**src/rtl/button_conditioner.sv**
```systemverilog
// Synchronises and debounces two push-buttons and a switch bank, producing
// non-overlapping single-cycle press strobes and a switch snapshot taken on each strobe.
module button_conditioner #(
  parameter int unsigned DEBOUNCE_CYCLES = 4,
  parameter int unsigned NO_WIDTH        = 4
) (
  input  logic                clk,
  input  logic                reset,
  input  logic                btn1_raw,
  input  logic                btn2_raw,
  input  logic [NO_WIDTH-1:0] sw_raw,
  output logic                push1,
  output logic                push2,
  output logic [NO_WIDTH-1:0] no
);

  localparam int unsigned CntW = $clog2(DEBOUNCE_CYCLES) + 1;
  localparam logic [CntW-1:0] CntMax = CntW'(DEBOUNCE_CYCLES);

  typedef enum logic [1:0] {
    StIdle,
    StWaitPress,
    StHeld,
    StWaitRelease
  } state_e;

  logic [1:0]          btn_raw;
  logic [1:0]          btn_sync1_q, btn_sync2_q;
  logic [NO_WIDTH-1:0] sw_sync1_q, sw_sync2_q;
  logic [1:0]          accept;

  assign btn_raw = {btn2_raw, btn1_raw};

  always_ff @(posedge clk) begin
    if (reset) begin
      btn_sync1_q <= '0;
      btn_sync2_q <= '0;
      sw_sync1_q  <= '0;
      sw_sync2_q  <= '0;
    end else begin
      btn_sync1_q <= btn_raw;
      btn_sync2_q <= btn_sync1_q;
      sw_sync1_q  <= sw_raw;
      sw_sync2_q  <= sw_sync1_q;
    end
  end

  for (genvar b = 0; b < 2; b++) begin : g_btn
    state_e          state_q, state_d;
    logic [CntW-1:0] cnt_q, cnt_d;
    logic [CntW-1:0] cnt_inc;
    logic            sync;
    logic            acc;

    assign sync    = btn_sync2_q[b];
    assign cnt_inc = cnt_q + CntW'(1);

    always_ff @(posedge clk) begin
      if (reset) begin
        state_q <= StIdle;
        cnt_q   <= '0;
      end else begin
        state_q <= state_d;
        cnt_q   <= cnt_d;
      end
    end

    always_comb begin
      state_d = state_q;
      cnt_d   = cnt_q;
      unique case (state_q)
        StIdle: begin
          if (sync) begin
            state_d = StWaitPress;
            cnt_d   = CntW'(1);
          end
        end
        StWaitPress: begin
          if (!sync) begin
            state_d = StIdle;
            cnt_d   = '0;
          end else if (cnt_inc == CntMax) begin
            state_d = StHeld;
            cnt_d   = '0;
          end else begin
            cnt_d = cnt_inc;
          end
        end
        StHeld: begin
          if (!sync) begin
            state_d = StWaitRelease;
            cnt_d   = CntW'(1);
          end
        end
        StWaitRelease: begin
          if (sync) begin
            state_d = StHeld;
            cnt_d   = '0;
          end else if (cnt_inc == CntMax) begin
            state_d = StIdle;
            cnt_d   = '0;
          end else begin
            cnt_d = cnt_inc;
          end
        end
        default: begin
          state_d = StIdle;
          cnt_d   = '0;
        end
      endcase
    end

    // Accept fires on the edge that completes press qualification.
    always_comb begin
      acc = (state_q == StWaitPress) && sync && (cnt_inc == CntMax);
    end

    assign accept[b] = acc;
  end

  logic                push1_q, push2_q, pend2_q;
  logic                push1_d, push2_d, pend2_d;
  logic [NO_WIDTH-1:0] no_q, no_d;

  // Button 1 wins a collision; button 2 is deferred and merges into one pending strobe.
  always_comb begin
    push1_d = accept[0];
    push2_d = !accept[0] && (accept[1] || pend2_q);
    pend2_d = accept[0] && (accept[1] || pend2_q);
    no_d    = (push1_d || push2_d) ? sw_sync2_q : no_q;
  end

  always_ff @(posedge clk) begin
    if (reset) begin
      push1_q <= 1'b0;
      push2_q <= 1'b0;
      pend2_q <= 1'b0;
      no_q    <= '0;
    end else begin
      push1_q <= push1_d;
      push2_q <= push2_d;
      pend2_q <= pend2_d;
      no_q    <= no_d;
    end
  end

  assign push1 = push1_q;
  assign push2 = push2_q;
  assign no    = no_q;

endmodule
```
**config.mk**
```make
export PLATFORM = sky130hd
export DESIGN_NAME = button_conditioner
export DESIGN_NICKNAME = d
export VERILOG_FILES = /design/src/rtl/button_conditioner.sv
export SDC_FILE = /design/constraint.sdc
export NUM_CORES = 1
export LEC_CHECK = 0
export BUFFER_PORTS_ARGS = -buffer_cell sky130_fd_sc_hd__buf_2
export CAP_MARGIN = 15
export CORE_MARGIN = 2
export CORE_UTILIZATION = 58
export CTS_CLUSTER_DIAMETER = 200
export DETAILED_ROUTE_END_ITERATION = 8
export PLACE_DENSITY = 0.8
export SLEW_MARGIN = 20
export SYNTH_ARGS = -nofsm -noshare
export SYNTH_HDL_FRONTEND = slang
export SYNTH_SLANG_ARGS = --single-unit
```
**constraint.sdc**
```tcl
create_clock -name clk -period 3 [get_ports clk]
set_input_delay 0.15 -clock clk [delete_from_list [all_inputs] [get_ports clk]]
set_output_delay 0.15 -clock clk [all_outputs]
set_load 0.05 [all_outputs]
```
---- After elaboration in Yosys (flattened, before gate mapping) ----
Index checks and enable logic that the tools add are counted.
storage, ports and cells
  input port bits ......................... 8
  bits in latches ......................... 0
  flip-flop bits (word level) ............. 29
  bits in writable memories ............... 0
  memory bits (read-only) ................. 0
  memories kept ........................... 0
  word-level logic and storage cells ...... 71
  output and inout bits ................... 6
cells by class
  add/subtract/negate cells ............... 2
  divide/modulo/power cells ............... 0
  magnitude comparators ................... 0
  shift-type cells ........................ 0
  reductions and logical operators ........ 15
  muxes and demuxes ....................... 26
  equal/unequal tests ..................... 16
  multipliers ............................. 0
  bitwise logic cells ..................... 0
operators by type and width
  kind                                                                    count
  3-bit 2-to-1 mux                                                        10
  2-bit 2-to-1 mux                                                        12
  3-bit one-hot mux with 4 select lines                                   2
  2-bit one-hot mux with 4 select lines                                   2
  3-bit inequality test (second input constant)                           4
  2-bit equality test (second input constant)                             4
  2-bit inequality test (second input constant)                           4
  4-bit AND reduction                                                     2
  3-bit by 1-bit adder with 3-bit output (second input constant)          2
  3-bit equality test (second input constant)                             2
  1-bit logical AND                                                       6
  2-bit by 1-bit equality test with 1-bit output (second input constant)  2
  2-bit zero test                                                         2
  2-bit AND reduction                                                     2
  1-bit logical OR                                                        2
  1-bit zero test                                                         1

---- Depth between registers and ports, before layout ----
Gate-level depths: netlist (run 1).
  depth after elaboration ................. 6
  gate-level depth with buffers ........... 5
  mapped depth without buffers ............ 5

---- Least setup slack after synthesis (run 1) ----
Ideal clock, no wire load.
  kind .................................... reg-to-reg
  from .................................... register g_btn[0].cnt_q[0]
  to ...................................... register no_q[0], in the netlist no[0]
  period minus slack after synthesis ...... 1.439 ns
  stages on the path, launching flop included .. 6
  buffers on the path ..................... 0
  arrival time ............................ 1.367 ns
  library setup time ...................... 0.072 ns
  required time ........................... 2.928 ns
  path slack .............................. 1.561 ns
  path through ............................ dfxtp_1 > ha_1 > xnor2_2 > nor4b_4 > a211oi_4 > mux2i_1
between the ends
  longest elaborated chain between the ends .. 6
ends and longest elaborated chain
  element                                   line  RTL
  start: declaration                        50    logic [CntW-1:0] cnt_q, cnt_d;
  start signal: assignment                  64    cnt_q <= cnt_d;
  3-bit by 1-bit adder with 3-bit output *  56    assign cnt_inc = cnt_q + CntW'(1);
  3-bit equality test *                     115   acc = (state_q == StWaitPress) && sync && (cnt_inc == CntMax);
  1-bit logical AND *                       115
  1-bit zero test                           128   push2_d = !accept[0] && (accept[1] || pend2_q);
  1-bit logical AND                         128
  1-bit logical OR *                        130   no_d = (push1_d || push2_d) ? sw_sync2_q : no_q;
  end signal: assignment                    143   no_q <= no_d;
  end: declaration                          123   logic [NO_WIDTH-1:0] no_q, no_d;
Mark *: on every way between the ends. The rest lies on a longest branch, timed or not.
A chain may end at the register's enable or synchronous reset.

---- Worst setup path in the final report (run 1) ----
Ends and elaborated chain as after synthesis.

==> run_results.csv, run 1 <==
group,metric,value,unit
status,status,"finished, final reports clean",
clock_tree,post_cts_resized,0,
logic_synthesis,synth_nets,116,
timing,slew_violations,0,
timing,slew_headroom,65.8,%
routing,first_pass_iters,4,
floorplanning,rows,15,
timing,finalCritPeriodShare,51.5,%
worst_setup_path,critPathTopFamily,"flip-flops",
power,power.density,627,nW/um^2
worst_setup_path,path_cells,"ha_1 -> xnor2_2 -> nor4b_4 -> a211oi_4 -> mux2i_1",
layout,syn_to_final_growth,16.9,%
logic_synthesis,synth.cell_area,1110,um^2
routing,vias_per_cell,4.95,
worst_setup_path,start_kind,"register",
logic_synthesis,yosys.cell_types.count,21,
logic_synthesis,yosysSeqAreaShare,52.2,%
global_routing,grt_usage,18.1,%
global_routing,grt_pass1_vias,637,
logic_synthesis,synth-seq-cells,29,
place,port_buffers,13,
floorplanning,ioPinCount,14,
place,finalWeightedCongestion,0.759,
logic_synthesis,synthTopCellsByArea,"dfxtp_1, nor2b_1, ha_1",
worst_setup_path,cp-end-kind,"register",
floorplanning,die_h,47.8,um
logic_synthesis,synth-edff-count,0,
logic_synthesis,async_flop_share,0,%
global_routing,grt_max_degree,34,
timing,finalSetupViolCount,0,
global_routing,gr-total-overflow,0,
worst_setup_path,worstPathBufferInverterCount,0,
timing,clock_skew,0.0101,ns
worst_setup_path,crit_type,"register to register",
clock_tree,ctsRootBufferMaster,"clkbuf_4",
power,ir_drop,0.387,mV
power,p_leak,0.532,nW
global_routing,grt_pass1_wl,2610,um
logic_synthesis,netlist_top_cells_count,"dfxtp_1, nor2b_1, nand2b_1",
routing,vias,728,
clock_tree,clock_path_buffers,2,
worst_hold_path,min_path_type,"primary input to register",
routing,drtIter0Drc,6,
floorplanning,die_x,47.8,um
global_routing,antenna_found_initial,0,
worst_setup_path,crit_slowest_cell,"dfxtp_1",
timing,fin_crit,1.55,ns
routing,wl_per_cell,11.0,um
routing,drtAntennaViolNets,0,
logic_synthesis,yosysWarnings,0,
floorplanning,coreArea,1760,um^2
logic_synthesis,syn_avg_cell_area,10.7,um^2
power,finalPower,0.000815,W
run,max-cap-violations,0,
clock_tree,cts_setup_buffers,0,
timing,timing.final.hold_violations,0,
timing,timing.final.ws_setup,1.45,ns
layout,fillers,147,
clock_tree,cts_sinks,29,
logic_synthesis,synth.most_common_cell,"dfxtp_1",
worst_setup_path,critPathArrivalTime,1.81,ns
worst_setup_path,max_stage_delay,0.35,ns
clock_tree,clk_transition_reported_paths,0.10,ns
timing,tightestPinTransition,0.513,ns
layout,fin_nets,133,
timing,fmax,647,MHz
clock_tree,cts-buffers-inserted,5,
logic_synthesis,syn_inst,104,
place,hpwl,1060,um
floorplanning,dieArea,2280,um^2
routing,drt-total-wl,1610,um
worst_setup_path,cp_max_fo,4,
clock_tree,cts_max_level,2,
timing,setup-tns-final,0,ns
layout,drive_above_1_share,21.3,%
clock_tree,cts_tree,"built",
worst_setup_path,critPathRequiredTime,3.26,ns
place,pre_cts_slack,1.48,ns
layout,antennaDiodeCount,0,
clock_tree,ctsHoldBuffers,0,
floorplanning,start_util,63.0,%
logic_synthesis,yosysTopAreaCell,"dfxtp_1",
timing,rsz0062_at_grt,"false",
clock_tree,worst_skew_pair.late_latency,0.32,ns
logic_synthesis,synth_top_area_share,52.2,%
logic_synthesis,ys.flop_type,"dfxtp_1",
routing,drc,0,
report_power, final:
part           switching, W  internal [W]  total [W]
logic             0.0000119     0.0000124  0.0000244
registers        0.00000538      0.000394   0.000400
clock network      0.000133      0.000258   0.000391
total              0.000151      0.000665   0.000815
placed cells by master (no fill, tap or decap), types with 4 or more instances in the layout:
master	instances
nor3_1	6
clkbuf_4	5
nor2_1	4
nand3b_1	5
nor2b_1	12
ha_1	4
buf_2	13
nand2b_1	8
mux2i_1	4
a21oi_1	7
nand2_1	6
dfxtp_1	29
flip-flops by register name (all words and copies together) (netlist names), named ones only:
register and count:
sw_sync1_q 4, g_btn.state_q 2, push1 1, push2 1
g_btn.cnt_q 6, no 4, btn_sync2_q 2, btn_sync1_q 2
pend2_q 1, sw_sync2_q 4
kinds of logic (layout without fill, tap and decap cells):
family | after synthesis | after routing | synth area share (%)
AO/OA/AOI/OAI | 12 | 12 | 7.20
XOR/XNOR | 6 | 6 | 6.07
adder cells (fa/ha/maj) | 4 | 4 | 4.50
buffers and inverters | 3 | 21 | 1.01
flip-flops | 29 | 29 | 52.2
multiplexers | 4 | 4 | 3.60
AND/OR/NAND/NOR | 46 | 46 | 25.4
path summary, 6_finish.rpt:
kind                          start              to  slack, ns  cells past startpoint
setup reg to reg  g_btn[0].cnt_q[0]           no[0]       1.45                      5
setup / recovery  g_btn[0].cnt_q[0]           no[0]       1.45                      5
hold reg to reg       sw_sync1_q[1]   sw_sync2_q[1]       0.43                      1
hold / removal             btn1_raw  btn_sync1_q[0]       0.04                      2
layout make-up:
cell class | instances | area [um^2] | share of cell area [%]
multi-input cells | 72 | 520 | 40.0
repair buffers | 13 | 65.1 | 5.00
clock inverters | 3 | 65.1 | 5.00
flip-flops and latches | 29 | 581 | 44.7
well taps | 25 | 31.3 | 2.41
clock buffers | 5 | 37.5 | 2.89
worst register-to-register path, stage by stage (launching register included):
cell and delay (ns):
dfxtp_1 0.35, ha_1 0.24, xnor2_2 0.25, nor4b_4 0.10, a211oi_4 0.34, mux2i_1 0.21
stage by stage:
stage / std cells / hold WS (ns) / util [%] / cell area [um^2]
final: 147 / 0.0390 / 73.7 / 1300
after detailed placement: 139 / 0.366 / 67.9 / 1200
after global placement: 139 / 0.359 / 67.9 / 1200
after global routing: 147 / 0.0305 / 73.7 / 1300
after floorplan: 104 / 0.278 / - / 1110
after CTS: 147 / 0.0220 / 73.7 / 1300
per-layer routing:
metal	vias to the layer above	track usage (%)	wire [um]
met3	2	10.2	82
met4	0	14.1	29
met2	17	25.9	749
met1	330	19.6	751
li1	379	-	-
met5	-	0	0
Note: power is estimated with default switching activity, not from simulation.
==> inputs of run 2 (changes only) <==
- CORE_UTILIZATION: 58 -> 49
- PLACE_DENSITY: 0.8 -> 0.72
- clock period: 3 -> 1.3 ns (I/O delays scaled with it)
==> run 2 against run 1 <==
  * The flow now finishes with violations (setup timing)
  * Global-route usage up 1.2 points
  * Count of clock-buffer cells in the layout did not move
  * First-iteration DRC count down 17%
  * Die area is 17% higher
  * Total power rose by 92%
  * Non-clock buffer count rose by 17
  * Cell area rose by 13%
  * Sequential share of layout area shrank 4.7 points
  * Register-to-register slack got worse by 1.6 ns
  * Cell count is 14% higher
  * Sequential power up 130%
  * Critical path type unchanged
  * Largest cell class unchanged
  * Highest routed layer unchanged
==> run_results.csv, run 2 (synthesis gave the netlist of run 1 again) <==
group,metric,value,unit
power,clkPwrFrac,35.6,%
power,combPwrFrac,5.4,%
floorplanning,die_x,51.6,um
power,ir_drop,0.931,mV
routing,first_pass_iters,4,
routing,drtIter0Drc,5,
layout,largest_register,"g_btn.cnt_q",
layout,seq_area,586,um^2
worst_setup_path,cp_max_fo,4,
routing,vias,800,
worst_setup_path,r2r_start,"g_btn[1].cnt_q[0]",
place,dp.cells,153,
clock_tree,clk_transition_reported_paths,0.10,ns
place,pre_cts_slack,-0.108,ns
power,p_sw,0.000395,W
layout,antennaDiodeCount,0,
run,max-cap-violations,0,
timing,finalSetupViolCount,5,
global_routing,grt_max_degree,25,
floorplanning,rows,17,
status,violations,"setup timing",
clock_tree,clock_path_buffers,2,
clock_tree,cts_sinks,29,
global_routing,grt_usage,19.3,%
layout,fin_nets,150,
layout,syn_to_final_growth,31.8,%
worst_setup_path,r2r_slack,-0.12,ns
floorplanning,start_util,51.3,%
clock_tree,worst_skew_pair.late_latency,0.33,ns
layout,drive_above_1_share,33.1,%
power,power.density,1070,nW/um^2
layout,final_common_cell,"dfxtp_1",
routing,vias_per_cell,4.79,
routing,drtAntennaViolNets,0,
worst_setup_path,cp-end-kind,"register",
place,hpwl,1320,um
floorplanning,ioPinCount,14,
timing,timing.final.hold_violations,0,
global_routing,grt_pass1_wl,3520,um
layout,multi_input_area,578,um^2
timing,rsz0062_at_grt,"true",
routing,drt-total-wl,2020,um
worst_setup_path,crit_type,"register to register",
status,status,"finished, violations left",
timing,slew_violations,0,
power,p_leak,0.582,nW
timing,tightestPinTransition,0.397,ns
clock_tree,ctsRootBufferMaster,"clkbuf_4",
global_routing,grt_pass1_vias,846,
timing,slew_headroom,73.4,%
floorplanning,coreArea,2170,um^2
worst_setup_path,crit_start,"g_btn[1].cnt_q[0]",
clock_tree,cts_max_level,2,
clock_tree,cts_setup_buffers,0,
routing,wl_per_cell,12.1,um
timing,clock_skew,0.00742,ns
clock_tree,cts_tree,"built",
place,port_buffers,13,
power,seq_power_share,59.0,%
worst_setup_path,critPathRequiredTime,1.57,ns
clock_tree,cts-buffers-inserted,5,
layout,stdcell_count,167,
routing,drc,0,
place,finalWeightedCongestion,0.751,
timing,fin_crit,1.42,ns
power,intPower,0.00117,W
power,swShare,25.2,%
worst_hold_path,min-delay-start,"reset",
global_routing,antenna_found_initial,0,
floorplanning,dieArea,2670,um^2
timing,fin_hold_ws,0.144,ns
worst_setup_path,critPathArrivalTime,1.68,ns
global_routing,gr-total-overflow,0,
worst_hold_path,min_path_type,"primary input to register",
layout,largest_reg_flops,6,
timing,timing.final.ws_setup,-0.117,ns
layout,fillers,183,
timing,finalCritPeriodShare,109,%
floorplanning,die_h,51.6,um
layout,final_cell_mix,"dfxtp_1, buf_2, nor2b_1, buf_4, nand2b_1",
timing,fmax,706,MHz
worst_setup_path,start_kind,"register",
## run 2: cell types whose count changed in the layout (fill, tap and decap cells not counted), sizes merged
cell | before | now
buf | 13 | 24
bufinv | 2 | 0
clkinv | 1 | 0
clkinvlp | 0 | 3
dlygate4sd3 | 0 | 6
## run 2: worst max-delay path: stages, from the launching register on
cell and delay [ns]:
dfxtp_2 0.36, ha_4 0.17, xnor2_4 0.17, nor2_4 0.06, a211oi_4 0.36, mux2i_1 0.24
## run 2: area by class of cell
class                           instances  area share, %
Multi-Input combinational cell         72           39.4
Clock inverter                          3           1.54
Clock buffer                            5           2.56
Timing Repair Buffer                   30           14.2
Tap cell                               28           2.39
Sequential cell                        29           39.9
## run 2: per-stage QoR
step	total power (W)	utilization, %	area [um^2]	setup TNS (ns)
after floorplan	0.000984	-	1160	-0.0708
after detailed placement	0.00101	61.5	1340	-0.444
final	0.00156	67.6	1470	-0.422
after global routing	0.00164	67.6	1470	-1.12
after CTS	0.00158	67.5	1460	-0.454
after global placement	0.00101	61.5	1340	-0.201
## run 2: worst paths after layout
kind,end,cells past startpoint
max,no[1],5
min,btn_sync2_q[0],2
max reg2reg,no[1],5
min reg2reg,btn_sync2_q[1],1
## run 2: per-layer routing
metal	vias up	global-route usage [%]	wire length [um]
met4	0	13.2	62
li1	415	-	-
met1	363	18.5	832
met2	16	33.3	1040
met5	-	0	0
met3	6	7.76	87
## run 2: power groups by stage
stage | Combinational [W] | Sequential (W) | Clock (W)
detailed placement | 0.0000712 | 0.000943 | 0
global route | 0.0000952 | 0.000926 | 0.000617
CTS | 0.0000852 | 0.000923 | 0.000574
global placement | 0.0000680 | 0.000943 | 0
floorplan | 0.0000417 | 0.000942 | 0
finish | 0.0000852 | 0.000923 | 0.000557
## run 2: what timing repair did
action,4_1_cts,5_1_grt
hold endpoints to repair,6,0
pin swaps,1,2
gates resized for setup,3,1
setup endpoints to repair,8,12
hold buffers,6,0
==> inputs of run 3 (changes only) <==
==> constraint.sdc (replaced) <==
create_clock -name clk -period 1.3 [get_ports clk]
set_input_delay 0.26 -clock clk [delete_from_list [all_inputs] [get_ports clk]]
set_output_delay 0.26 -clock clk [all_outputs]
set_load 0.05 [all_outputs]
==> run 3 against run 2 <==
  * The run still ends with setup timing left
  * Hold slack better by 0.0038 ns
  * Die area did not move
  * Sequential share of layout area rose by 0.48 points
  * Non-clock buffer count decreased by 6
  * Largest cell class is now multi-input combinational cells
  * Highest routed layer unchanged
==> run_results.csv, run 3 (synthesis gave the netlist of run 1 again) <==
group,metric,value,unit
worst_setup_path,r2r_start,"g_btn[0].cnt_q[1]",
place,port_buffers,13,
routing,wl_per_cell,11.2,um
worst_setup_path,cp_max_fo,4,
routing,vias,778,
floorplanning,coreArea,2170,um^2
routing,drt-total-wl,1800,um
place,hpwl,1280,um
layout,fin_nets,144,
layout,fillers,172,
place,finalWeightedCongestion,0.765,
layout,largest_reg_flops,6,
clock_tree,worst_skew_pair.late_latency,0.32,ns
worst_setup_path,crit_type,"register to register",
floorplanning,die_x,51.6,um
timing,fin_crit,1.40,ns
routing,vias_per_cell,4.83,
worst_setup_path,r2r-end,"no[3]",
clock_tree,cts_tree,"built",
floorplanning,die_h,51.6,um
routing,drtAntennaViolNets,0,
routing,first_pass_iters,4,
clock_tree,cts-buffers-inserted,5,
routing,drc,0,
place,pre_cts_slack,-0.0954,ns
worst_setup_path,r2r_cells,5,
routing,drtIter0Drc,14,
timing,slew_headroom,72.0,%
timing,finalCritPeriodShare,108,%
global_routing,gr-total-overflow,0,
power,ir_drop,0.978,mV
worst_setup_path,cp-end-kind,"register",
worst_hold_path,min_path_type,"primary input to register",
worst_setup_path,r2r_slack,-0.10,ns
layout,drive_above_1_share,36.1,%
layout,syn_to_final_growth,30.3,%
timing,slew_violations,0,
worst_setup_path,critPathRequiredTime,1.54,ns
floorplanning,start_util,51.3,%
layout,stdcell_count,161,
layout,final_cell_mix,"dfxtp_1, buf_2, nor2b_1, buf_4, nand2b_1",
status,status,"finished, violations left",
layout,antennaDiodeCount,0,
worst_hold_path,min-delay-start,"sw_raw[1]",
clock_tree,ctsHoldBuffers,0,
global_routing,grt_pass1_wl,3040,um
clock_tree,cts_setup_buffers,0,
worst_setup_path,start_kind,"register",
clock_tree,cts_sinks,29,
power,power.density,1210,nW/um^2
timing,rsz0062_at_grt,"true",
floorplanning,rows,17,
worst_hold_path,hold_end,"sw_sync1_q[1]",
worst_setup_path,crit_start,"g_btn[0].cnt_q[1]",
floorplanning,ioPinCount,14,
timing,timing.final.hold_violations,0,
place,dp.cells,153,
power,p_leak,0.579,nW
global_routing,grt_pass1_vias,707,
clock_tree,ctsRootBufferMaster,"clkbuf_4",
worst_hold_path,whs_path_depth,2,
timing,clock_skew,0.00919,ns
status,violations,"setup timing",
timing,fmax,713,MHz
timing,tightestPinTransition,0.420,ns
clock_tree,clk_transition_reported_paths,0.09,ns
layout,largest_register,"g_btn.cnt_q",
clock_tree,cts_max_level,2,
global_routing,grt_max_degree,24,
global_routing,grt_usage,16.0,%
layout,final_common_cell,"dfxtp_1",
timing,finalSetupViolCount,4,
worst_setup_path,critPathArrivalTime,1.64,ns
floorplanning,dieArea,2670,um^2
global_routing,antenna_found_initial,0,
clock_tree,clock_path_buffers,2,
timing,timing.final.ws_setup,-0.102,ns
run,max-cap-violations,0,
==> run 3: changes by cell type in the layout (fill, tap and decap cells not counted), sizes merged <==
| cell | before | now |
|---|---|---|
| clkinvlp | 3 | 0 |
| dlygate4sd3 | 6 | 0 |
| bufinv | 0 | 1 |
| clkbuf | 5 | 7 |
==> run 3: layout make-up <==
type                            instances  area (um^2)  area share [%]
Multi-Input combinational cell         72          596            41.1
Sequential cell                        29          586            40.4
Tap cell                               28         35.0            2.42
Clock inverter                          1         30.0            2.07
Timing Repair Buffer                   24          148            10.2
Clock buffer                            7         55.1            3.80
==> run 3: timing repair <==
item | 4_1_cts | 5_1_grt
setup endpoints to repair | 7 | 10
gates cloned | 0 | 0
pin swaps | 2 | 0
resized for setup | 4 | 4
==> run 3: per-layer routing <==
metal	global-route usage [%]	wire, um	vias to the layer above
met4	7.89	34	0
met3	7.76	83	5
li1	-	-	405
met5	0	0	-
met1	18.1	783	353
met2	25.2	902	15
==> run 3: where the power goes <==
group          switching, W  internal (W)  leakage (nW)
Sequential        0.0000111      0.000911         0.238
Clock              0.000295      0.000459        0.0455
Combinational     0.0000339     0.0000380         0.295
==> run 3: through the flow <==
step           setup TNS (ns)  util [%]  power [W]  cell area, um^2  hold WS, ns
6_report               -0.330      66.8    0.00175             1450        0.148
5_1_grt                -0.779      66.8    0.00182             1450        0.141
4_1_cts                -0.342      66.1    0.00176             1430        0.138
3_5_place_dp           -0.445      61.5    0.00101             1340        0.424
3_3_place_gp           -0.215      61.5    0.00101             1340        0.423
2_1_floorplan         -0.0708         -   0.000984             1160        0.388
==> run 3: worst max path at each step <==
stage | endpoint | slack (ns) | cells past startpoint
4_1_cts | no[3] | -0.11 | 5
6_report | no[3] | -0.10 | 5
3_5_place_dp | no[3] | -0.1 | 5
2_1_floorplan | no[0] | -0.02 | 5
5_1_grt | no[3] | -0.20 | 5
3_3_place_gp | no[3] | -0.06 | 5
==> run 3: critical path: stages (launching register included) <==
cell	delay (ns)
dfxtp_2	0.35
ha_4	0.18
xnor2_4	0.19
nor4b_4	0.08
a211oi_4	0.29
mux2i_1	0.24
